$ cat src/rtl/shift_window_pkg.sv
// Shared types and helpers for the shift-register window controller.
package shift_window_pkg;

    localparam int unsigned WIN_CNT_W = 16;

    typedef enum logic [1:0] {
        READY,
        SHIFT,
        PRESENT
    } win_state_t;

    // Ceiling log2; constant-evaluable for port and counter widths.
    function automatic int unsigned clog2(input int unsigned n);
        int unsigned r;
        r = 0;
        for (int i = 0; i < 32; i++) begin
            if ((32'd1 << i) < n) r = i + 1;
        end
        return r;
    endfunction

endpackage

$ cat src/rtl/shift_window_ctrl_if.sv
// Sample-in / strobe-out / window handshake bundle of the window controller.
interface shift_window_ctrl_if #(
    parameter int unsigned DATA_SIZE = 8,
    parameter int unsigned DEPTH     = 4
) ();
    import shift_window_pkg::*;

    localparam int unsigned FILL_W = clog2(DEPTH + 1);

    logic                 clear;
    logic                 in_valid;
    logic [DATA_SIZE-1:0] in_data;
    logic                 in_ready;
    logic                 shift_en;
    logic [DATA_SIZE-1:0] shift_data;
    logic                 win_valid;
    logic                 win_ready;
    logic [FILL_W-1:0]    fill;
    logic [WIN_CNT_W-1:0] win_cnt;

    modport master (
        output clear, in_valid, in_data, win_ready,
        input  in_ready, shift_en, shift_data, win_valid, fill, win_cnt
    );

    modport slave (
        input  clear, in_valid, in_data, win_ready,
        output in_ready, shift_en, shift_data, win_valid, fill, win_cnt
    );

endinterface

$ cat src/rtl/shift_window_ctrl_sat_counter.sv
// Up-counter with synchronous clear that holds at MAX instead of wrapping.
module sat_counter
    import shift_window_pkg::*;
#(
    parameter int unsigned WIDTH = 3,
    parameter int unsigned MAX   = 4
) (
    input  logic             clk,
    input  logic             rst_n,
    input  logic             inc,
    input  logic             clr,
    output logic [WIDTH-1:0] count
);

    localparam logic [WIDTH-1:0] MAX_VAL = WIDTH'(MAX);

    always_ff @(posedge clk or negedge rst_n) begin
        if (!rst_n) begin
            count <= '0;
        end else if (clr) begin
            count <= '0;
        end else if (inc && (count != MAX_VAL)) begin
            count <= count + 1'b1;
        end
    end

endmodule

$ cat src/rtl/shift_window_ctrl.sv
// Sequences samples into the reset-less shift register and flags when its
// parallel output is a complete, stable window for the consumer.
module shift_window_ctrl
    import shift_window_pkg::*;
#(
    parameter int unsigned DATA_SIZE = 8,
    parameter int unsigned DEPTH     = 4,
    parameter int unsigned STRIDE    = 1
) (
    input  logic              clk,
    input  logic              rst_n,
    shift_window_ctrl_if.slave bus
);

    localparam int unsigned FILL_W   = clog2(DEPTH + 1);
    localparam int unsigned STRIDE_W = clog2(STRIDE + 1);
    localparam logic [FILL_W-1:0]   FULL       = FILL_W'(DEPTH);
    localparam logic [STRIDE_W-1:0] STRIDE_MAX = STRIDE_W'(STRIDE);

    win_state_t           state;
    logic                 shift_en;
    logic [DATA_SIZE-1:0] shift_data;
    logic                 win_valid;
    logic [WIN_CNT_W-1:0] win_cnt;
    logic [STRIDE_W-1:0]  stride_cnt;
    logic [STRIDE_W-1:0]  stride_inc;
    logic [FILL_W-1:0]    fill;
    logic                 fill_inc;
    logic                 becomes_full;
    logic                 first_full;
    logic                 win_due;

    assign bus.in_ready   = (state == READY) && !bus.clear;
    assign bus.shift_en   = shift_en;
    assign bus.shift_data = shift_data;
    assign bus.win_valid  = win_valid;
    assign bus.win_cnt    = win_cnt;
    assign bus.fill       = fill;

    // A strobe cancelled by clear in the same cycle is not counted as fresh.
    assign fill_inc = (state == SHIFT) && !bus.clear;

    sat_counter #(
        .WIDTH (FILL_W),
        .MAX   (DEPTH)
    ) u_fill (
        .clk   (clk),
        .rst_n (rst_n),
        .inc   (fill_inc),
        .clr   (bus.clear),
        .count (fill)
    );

    // stride_cnt holds at STRIDE while filling; the first full window clears it.
    assign stride_inc   = (stride_cnt == STRIDE_MAX) ? stride_cnt : stride_cnt + 1'b1;
    assign becomes_full = (fill >= FULL - 1'b1);
    assign first_full   = (fill != FULL);
    assign win_due      = becomes_full && (first_full || (stride_inc == STRIDE_MAX));

    always_ff @(posedge clk or negedge rst_n) begin
        if (!rst_n) begin
            state      <= READY;
            shift_en   <= 1'b0;
            shift_data <= '0;
            win_valid  <= 1'b0;
            stride_cnt <= '0;
            win_cnt    <= '0;
        end else if (bus.clear) begin
            state      <= READY;
            shift_en   <= 1'b0;
            win_valid  <= 1'b0;
            stride_cnt <= '0;
        end else begin
            unique case (state)
                READY: begin
                    if (bus.in_valid) begin
                        shift_data <= bus.in_data;
                        shift_en   <= 1'b1;
                        state      <= SHIFT;
                    end
                end
                SHIFT: begin
                    shift_en <= 1'b0;
                    if (win_due) begin
                        stride_cnt <= '0;
                        win_valid  <= 1'b1;
                        state      <= PRESENT;
                    end else begin
                        stride_cnt <= stride_inc;
                        state      <= READY;
                    end
                end
                PRESENT: begin
                    if (bus.win_ready) begin
                        win_valid <= 1'b0;
                        win_cnt   <= win_cnt + 1'b1;
                        state     <= READY;
                    end
                end
                default: begin
                    state <= READY;
                end
            endcase
        end
    end

endmodule

$ cat src/flat_wrapper.sv
// flat-port wrapper written by rule: the top's interface ports become plain ports
module shift_window_ctrl_flat import shift_window_pkg::*;
#(
    parameter int unsigned DATA_SIZE = 8,
    parameter int unsigned DEPTH     = 4,
    parameter int unsigned STRIDE    = 1
)
  (clk, rst_n, bus_clear, bus_in_valid, bus_in_data, bus_win_ready, bus_in_ready, bus_shift_en, bus_shift_data, bus_win_valid, bus_fill, bus_win_cnt);
  shift_window_ctrl_if #(.DATA_SIZE(DATA_SIZE), .DEPTH(DEPTH)) bus_i ();
  input  logic clk;
  input  logic rst_n;
  input wire logic [$bits(bus_i.clear)-1:0] bus_clear;
  input wire logic [$bits(bus_i.in_valid)-1:0] bus_in_valid;
  input wire logic [$bits(bus_i.in_data)-1:0] bus_in_data;
  input wire logic [$bits(bus_i.win_ready)-1:0] bus_win_ready;
  output wire logic [$bits(bus_i.in_ready)-1:0] bus_in_ready;
  output wire logic [$bits(bus_i.shift_en)-1:0] bus_shift_en;
  output wire logic [$bits(bus_i.shift_data)-1:0] bus_shift_data;
  output wire logic [$bits(bus_i.win_valid)-1:0] bus_win_valid;
  output wire logic [$bits(bus_i.fill)-1:0] bus_fill;
  output wire logic [$bits(bus_i.win_cnt)-1:0] bus_win_cnt;
  assign bus_i.clear = bus_clear;
  assign bus_i.in_valid = bus_in_valid;
  assign bus_i.in_data = bus_in_data;
  assign bus_i.win_ready = bus_win_ready;
  assign bus_in_ready = bus_i.in_ready;
  assign bus_shift_en = bus_i.shift_en;
  assign bus_shift_data = bus_i.shift_data;
  assign bus_win_valid = bus_i.win_valid;
  assign bus_fill = bus_i.fill;
  assign bus_win_cnt = bus_i.win_cnt;
  shift_window_ctrl #(.DATA_SIZE(DATA_SIZE), .DEPTH(DEPTH), .STRIDE(STRIDE)) u_core (.clk(clk), .rst_n(rst_n), .bus(bus_i));
endmodule
$ cat config.mk
export PLATFORM = sky130hd
export DESIGN_NAME = shift_window_ctrl_flat
export DESIGN_NICKNAME = d
export VERILOG_FILES = /design/src/rtl/shift_window_pkg.sv /design/src/rtl/shift_window_ctrl_if.sv /design/src/rtl/shift_window_ctrl_sat_counter.sv /design/src/rtl/shift_window_ctrl.sv /design/src/flat_wrapper.sv
export SDC_FILE = /design/constraint.sdc
export NUM_CORES = 1
export LEC_CHECK = 0
export CAP_MARGIN = 20
export CORE_ASPECT_RATIO = 1.25
export CORE_UTILIZATION = 46
export DETAILED_ROUTE_END_ITERATION = 10
export MAX_ROUTING_LAYER = met4
export PLACE_DENSITY = 0.86
export REMOVE_ABC_BUFFERS = 1
export SYNTH_ARGS = -nofsm -noshare
export SYNTH_HDL_FRONTEND = slang
export SYNTH_HIERARCHICAL = 1
export SYNTH_SLANG_ARGS = --single-unit
export TNS_END_PERCENT = 1
$ cat constraint.sdc
create_clock -name clk -period 1.7 [get_ports clk]
set_input_delay 0.17 -clock clk [delete_from_list [all_inputs] [get_ports clk]]
set_output_delay 0.17 -clock clk [all_outputs]
set_load 0.01 [all_outputs]
# Word level (Yosys, flattened, before mapping)
# Cells that the tools add are included.
[totals]
reg_bits = 32
input_bits = 13
output_inout_bits = 30
word_cells = 52
[classes]
addsub = 3
magnitude_cmp = 1
eq_ne = 6
n_mux = 18
bitwise_logic = 1
reduce_logical = 16
[ops]
columns = ["operator", "count"]
rows = [
  ["$add 16x1->16 const B", 1],
  ["$mux 1", 9],
  ["$ne 3x3->1 const B", 3],
  ["$reduce_and 3->1", 3],
  ["$mux 2", 4],
  ["$mux 3", 2],
  ["$pmux 2 s3", 1],
  ["$reduce_bool 3->1", 2],
  ["$logic_and 1x1->1", 4],
  ["$pmux 1 s2", 2],
  ["$reduce_and 2->1", 2],
  ["$reduce_bool 2->1", 2],
  ["$add 3x1->3 const B", 1],
  ["$ge 3x2->1 const B", 1],
  ["$ne 3x2->1 const B", 1],
  ["$eq 2x1->1 const B", 1],
  ["$eq 2x2->1 const B", 1],
  ["$logic_not 2->1", 1],
  ["$add 1x1->1 const B", 1],
  ["$logic_not 1->1", 1],
  ["$logic_or 1x1->1", 1],
  ["$not 1->1", 1],
]

# Longest topological paths before layout
# Gate-level depths: netlist of run 1.
[logic_depth]
word_depth = 7
ltp_mapped = 5
depth_no_buf = 4

# Cells and area by module
# Netlist of run 1, hierarchy kept.
[modules_own_cells]
columns = ["mod", "n_inst", "cells_per_inst", "area_per_inst_um2", "seq_area_each_um2"]
rows = [
  ["shift_window_ctrl", 1, 94, 1213.7, 700.7],
  ["sat_counter", 1, 17, 198.9, 75.1],
]

# Worst setup path before layout of run 1
# OpenSTA, ideal clock, no wires.
[synth_path]
path_kind = "register to register"
start = "register u_core.state[1]"
end = "register u_core.shift_data[0] (netlist: u_core/bus.shift_data[0])"
setup_ns = 0.125
arrival_ns = 1.433
t_required_ns = 1.575
setup_slack_ns = 0.142
path_stages_with_launch = 5
path_buffers = 1
synth_period_minus_slack_ns = 1.558
path_cell_list = "dfrtp_1 nor3_1 and2_1 buf_2 mux2_2"
[synth_between]
elab_chain_len = 2
[synth_rtl]
columns = ["item", "line_no", "text"]
rows = [
  ["start: declaration", "shift_window_ctrl.sv:20", "win_state_t state;"],
  ["start signal: assignment", "shift_window_ctrl.sv:62", "state <= READY;"],
  ["start signal: assignment", "shift_window_ctrl.sv:69", "state <= READY;"],
  ["start signal: assignment", "shift_window_ctrl.sv:79", "state <= SHIFT;"],
  ["$logic_not 2->1", "shift_window_ctrl.sv:74", "unique case (state)"],
  ["$reduce_and 3->1 (no source line)", "n/a", ""],
  ["end signal: assignment", "shift_window_ctrl.sv:77", "shift_data <= bus.in_data;"],
  ["end: declaration", "shift_window_ctrl.sv:22", "logic [DATA_SIZE-1:0] shift_data;"],
]
# Every way passes these cells.
# A chain may end at the register's enable or synchronous reset.

# Worst setup path after layout of run 1
[layout_path]
start = "register u_core.state[0]"
end = "register u_core.win_cnt[9] (netlist: u_core/bus.win_cnt[9])"
[layout_between]
elab_chain_len = 2
[layout_rtl]
columns = ["item", "line_no", "text"]
rows = [
  ["$eq 2x2->1", "shift_window_ctrl.sv:74", ""],
  ["$reduce_and 3->1 (no source line)", "n/a", ""],
  ["end signal: assignment", "shift_window_ctrl.sv:96", "win_cnt <= win_cnt + 1'b1;"],
  ["end: declaration", "shift_window_ctrl.sv:24", "logic [WIN_CNT_W-1:0] win_cnt;"],
]
# Every way passes these cells.

==> summary.txt, run 1 <==
placed wire-length estimate = 2260 um
RSZ-0062 raised after global routing = false
max_cap viols = 0
FF-to-FF End = u_core/bus.win_cnt[9]
setup violators final = 0
CP arrival = 1840 ps
Worst Max-Slew Pin Slew = 392 ps
post-synthesis sequential area ratio = 54.9%
status = complete, no violations
Crit. End Element = register
fmax = 623 MHz
crit share post-route = 94.4%
core area = 0.00292 mm2
later-pin clock latency in the skew report = 330 ps
antenna diode count = 0
Post-Syn Instances = 111
CTS clock-pin slew for the worst setup and hold paths = 100 ps
cts bufs inserted = 5
final core utilization = 68.8%
Reg2Reg Launch Point = u_core/state[0]
largest net degree at the start of global routing = 32
IR drop worst, VDD = 0.000582 V
final worst clock skew = 9.44 ps
r2r setup slk = 90 ps
Slowest cell on crit path = dfrtp_1
Hold Vio Cnt, Final = 0
Net count, final = 186
Worst Hold Class = input port to asynchronous set/reset pin
Max FO, Critical Path = 5
placed cell count = 199
Cell Pwr Density = 707 mW/mm2
max-slew violations = 0
Routed WL = 2980 um
Area growth syn-to-layout = 42.1%
# DRC = 0
warnings from Yosys = 6
Overall Global Routing Usage = 22.5%
Rel. slew slack = 73.9%
vias in the first global route = 1100
Syn Std Cell Area = 0.00141 mm2
initial core utilization = 48.4%
CTS Root Cell = clkbuf_4
CTS tree = yes
Clock Path Buffers = 2
Detailed Route Iter0 Violations = 12
sequence of cells on the critical path = nor4bb_1 > buf_4 > nand4_4 > nor3_1 > xor2_1
Lkg Pwr = 0.914 nW
DIE WIDTH = 51.6 um
first-pass GRT wire length = 5220 um
Synth cell types = 32
Detail Route Antenna Nets = 0
Seq cells post-synth = 31
I/O pin total = 43
share of cells above drive strength 1 = 22.2%
routed vias = 1053
site row count = 22
R2R cell count = 5
syn_area_per_cell = 12.7 um2
H-tree depth = 2
Overflow after GRT = 0
largest stage delay on the critical path = 440 ps
CTS sink cnt = 31
Pre-antenna DRT Iters = 4
Buffers on Ports = 42
die height = 64.0 um
die area = 0.00330 mm2
vias per inst = 5.09
Final Non-Filler Cells = 207
Crit path required time = 1940 ps
Avg WL per Cell = 14.4 um
initial antenna violation count = 0
startpoint types = register
# Post-CTS Setup Buffers = 0
critical path type = register to register
Tmin final = 1610 ps
Placer Congestion = 0.813
-- cells by family after synthesis --
family	count (synthesis)	share of synthesized area, %
fa+ha+maj	3	2.66
xor+xnor	15	9.30
mux	11	8.95
simple gates	36	17.4
compound gates	7	4.34
flops	31	54.9
buf+inv	8	2.48
-- registers in the layout, summed over array words and instances, names as in the netlist --
register	count
u_core/bus.shift_data	8
u_core/bus.shift_en	1
u_core/bus.win_cnt	16
u_core/bus.win_valid	1
u_core/state	2
u_core/u_fill/count	3
-- cell usage after synthesis --
| master | number | area share, % |
|---|---|---|
| a211oi_1 | 1 | 0.53 |
| a21boi_4 | 1 | 1.3 |
| a21o_1 | 1 | 0.53 |
| a21oi_1 | 2 | 0.71 |
| a32oi_1 | 1 | 0.62 |
| and2_1 | 1 | 0.44 |
| and3_2 | 1 | 0.53 |
| and4_4 | 1 | 0.80 |
| and4b_1 | 1 | 0.71 |
| buf_2 | 1 | 0.35 |
| buf_4 | 1 | 0.53 |
| dfrtp_1 | 31 | 55 |
| ha_1 | 3 | 2.7 |
| inv_1 | 6 | 1.6 |
| mux2_2 | 9 | 7.2 |
| mux2_4 | 1 | 1.1 |
| mux2i_1 | 1 | 0.71 |
| nand2_1 | 7 | 1.9 |
| nand2b_1 | 3 | 1.3 |
| nand3_1 | 6 | 2.1 |
| nand4_1 | 2 | 0.89 |
| nand4_2 | 1 | 0.89 |
| nand4_4 | 1 | 1.5 |
| nor2_1 | 3 | 0.80 |
| nor2b_1 | 1 | 0.44 |
| nor3_1 | 4 | 1.4 |
| nor3_2 | 2 | 1.4 |
| nor4_4 | 1 | 1.5 |
| nor4bb_1 | 1 | 0.71 |
| o41ai_1 | 1 | 0.62 |
| xnor2_1 | 11 | 6.8 |
| xor2_1 | 4 | 2.5 |
-- worst max-delay path by stage --
stage | cells after the start | endpoint | slack (ps) | start
3_5_place_dp | 6 | u_core/bus.shift_data[1] | -100 | bus_clear
5_1_grt | 5 | u_core/bus.win_cnt[9] | 10 | u_core/state[0]
6_report | 5 | u_core/bus.win_cnt[9] | 90 | u_core/state[0]
4_1_cts | 1 | bus_win_cnt[0] | 90 | u_core/bus.win_cnt[0]
2_1_floorplan | 4 | u_core/bus.win_cnt[15] | -320 | u_core/state[0]
3_3_place_gp | 6 | u_core/bus.win_cnt[15] | -60 | bus_win_ready
-- through the flow --
stage | hold slack (ps) | total power, mW | worst slack [ps] | instance area (um2) | TNS (ps)
floorplan | -126 | 0.885 | -316 | 1400 | -3260
global placement | 467 | 1.03 | -63.1 | 1960 | -694
detailed placement | 490 | 1.04 | -101 | 1960 | -1120
CTS | 229 | 1.44 | 93.0 | 2010 | 0
global route | 243 | 1.50 | 10.7 | 2010 | 0
finish | 228 | 1.42 | 94.9 | 2010 | 0
-- repair_timing --
| action | in CTS | in global routing |
|---|---|---|
| hold buffers | 0 | 0 |
| resized for setup | 1 | 0 |
| endpoints found under the setup margin | 1 | 0 |
-- routing by layer --
metal | vias to the layer above | part of all wire, % | global-route usage [%]
met4 | 0 | 2.1 | 12.2
met5 | - | 0 | -
met1 | 513 | 40 | 25.8
met2 | 28 | 55 | 36.2
met3 | 6 | 3.0 | 4.52
li1 | 506 | - | -
-- critical path, delay by kind of cell (launching register included) --
family | cells | cell delay, ps
simple gates | 3 | 680
flops | 1 | 440
buf+inv | 1 | 190
xor+xnor | 1 | 210
-- power breakdown --
part           internal, mW  switching (mW)
Sequential            0.776          0.0235
Clock                 0.154           0.244
Combinational         0.139          0.0828
Total                  1.07           0.350
-- cells in the final DEF, fill, tap and decap left out, types with 3 or more instances in the layout --
cell type / count
dfrtp_1: 31
buf_4: 12
xnor2_1: 11
xor2_1: 4
nor2_1: 3
clkbuf_4: 5
nand2b_1: 3
nand2_1: 7
inv_1: 6
nor3_1: 4
mux2_2: 9
nand3_1: 6
ha_1: 3
clkdlybuf4s50_1: 41
clkinv_2: 3
-- layout make-up --
| cell class | instances | area [um2] |
|---|---|---|
| clock inverter | 3 | 15.0 |
| tap | 36 | 45.0 |
| fill | 239 | 911 |
| inverter | 6 | 22.5 |
| timing repair buffer | 54 | 509 |
| multi-input combinational | 72 | 602 |
| clock buffer | 5 | 37.5 |
| sequential | 31 | 776 |
Power figures use the tool's default switching activity.
==> inputs of run 2 (changes only) <==
--- a/config.mk
+++ b/config.mk
@@ -5,9 +5,9 @@
 export SDC_FILE = /design/constraint.sdc
 export NUM_CORES = 1
 export LEC_CHECK = 0
-export CAP_MARGIN = 20
 export CORE_ASPECT_RATIO = 1.25
 export CORE_UTILIZATION = 46
+export CTS_CLUSTER_SIZE = 12
 export DETAILED_ROUTE_END_ITERATION = 10
 export MAX_ROUTING_LAYER = met4
 export PLACE_DENSITY = 0.86
==> results of run 2 <==
Same layout as run 1: the final DEF is identical, and so are final timing and power.
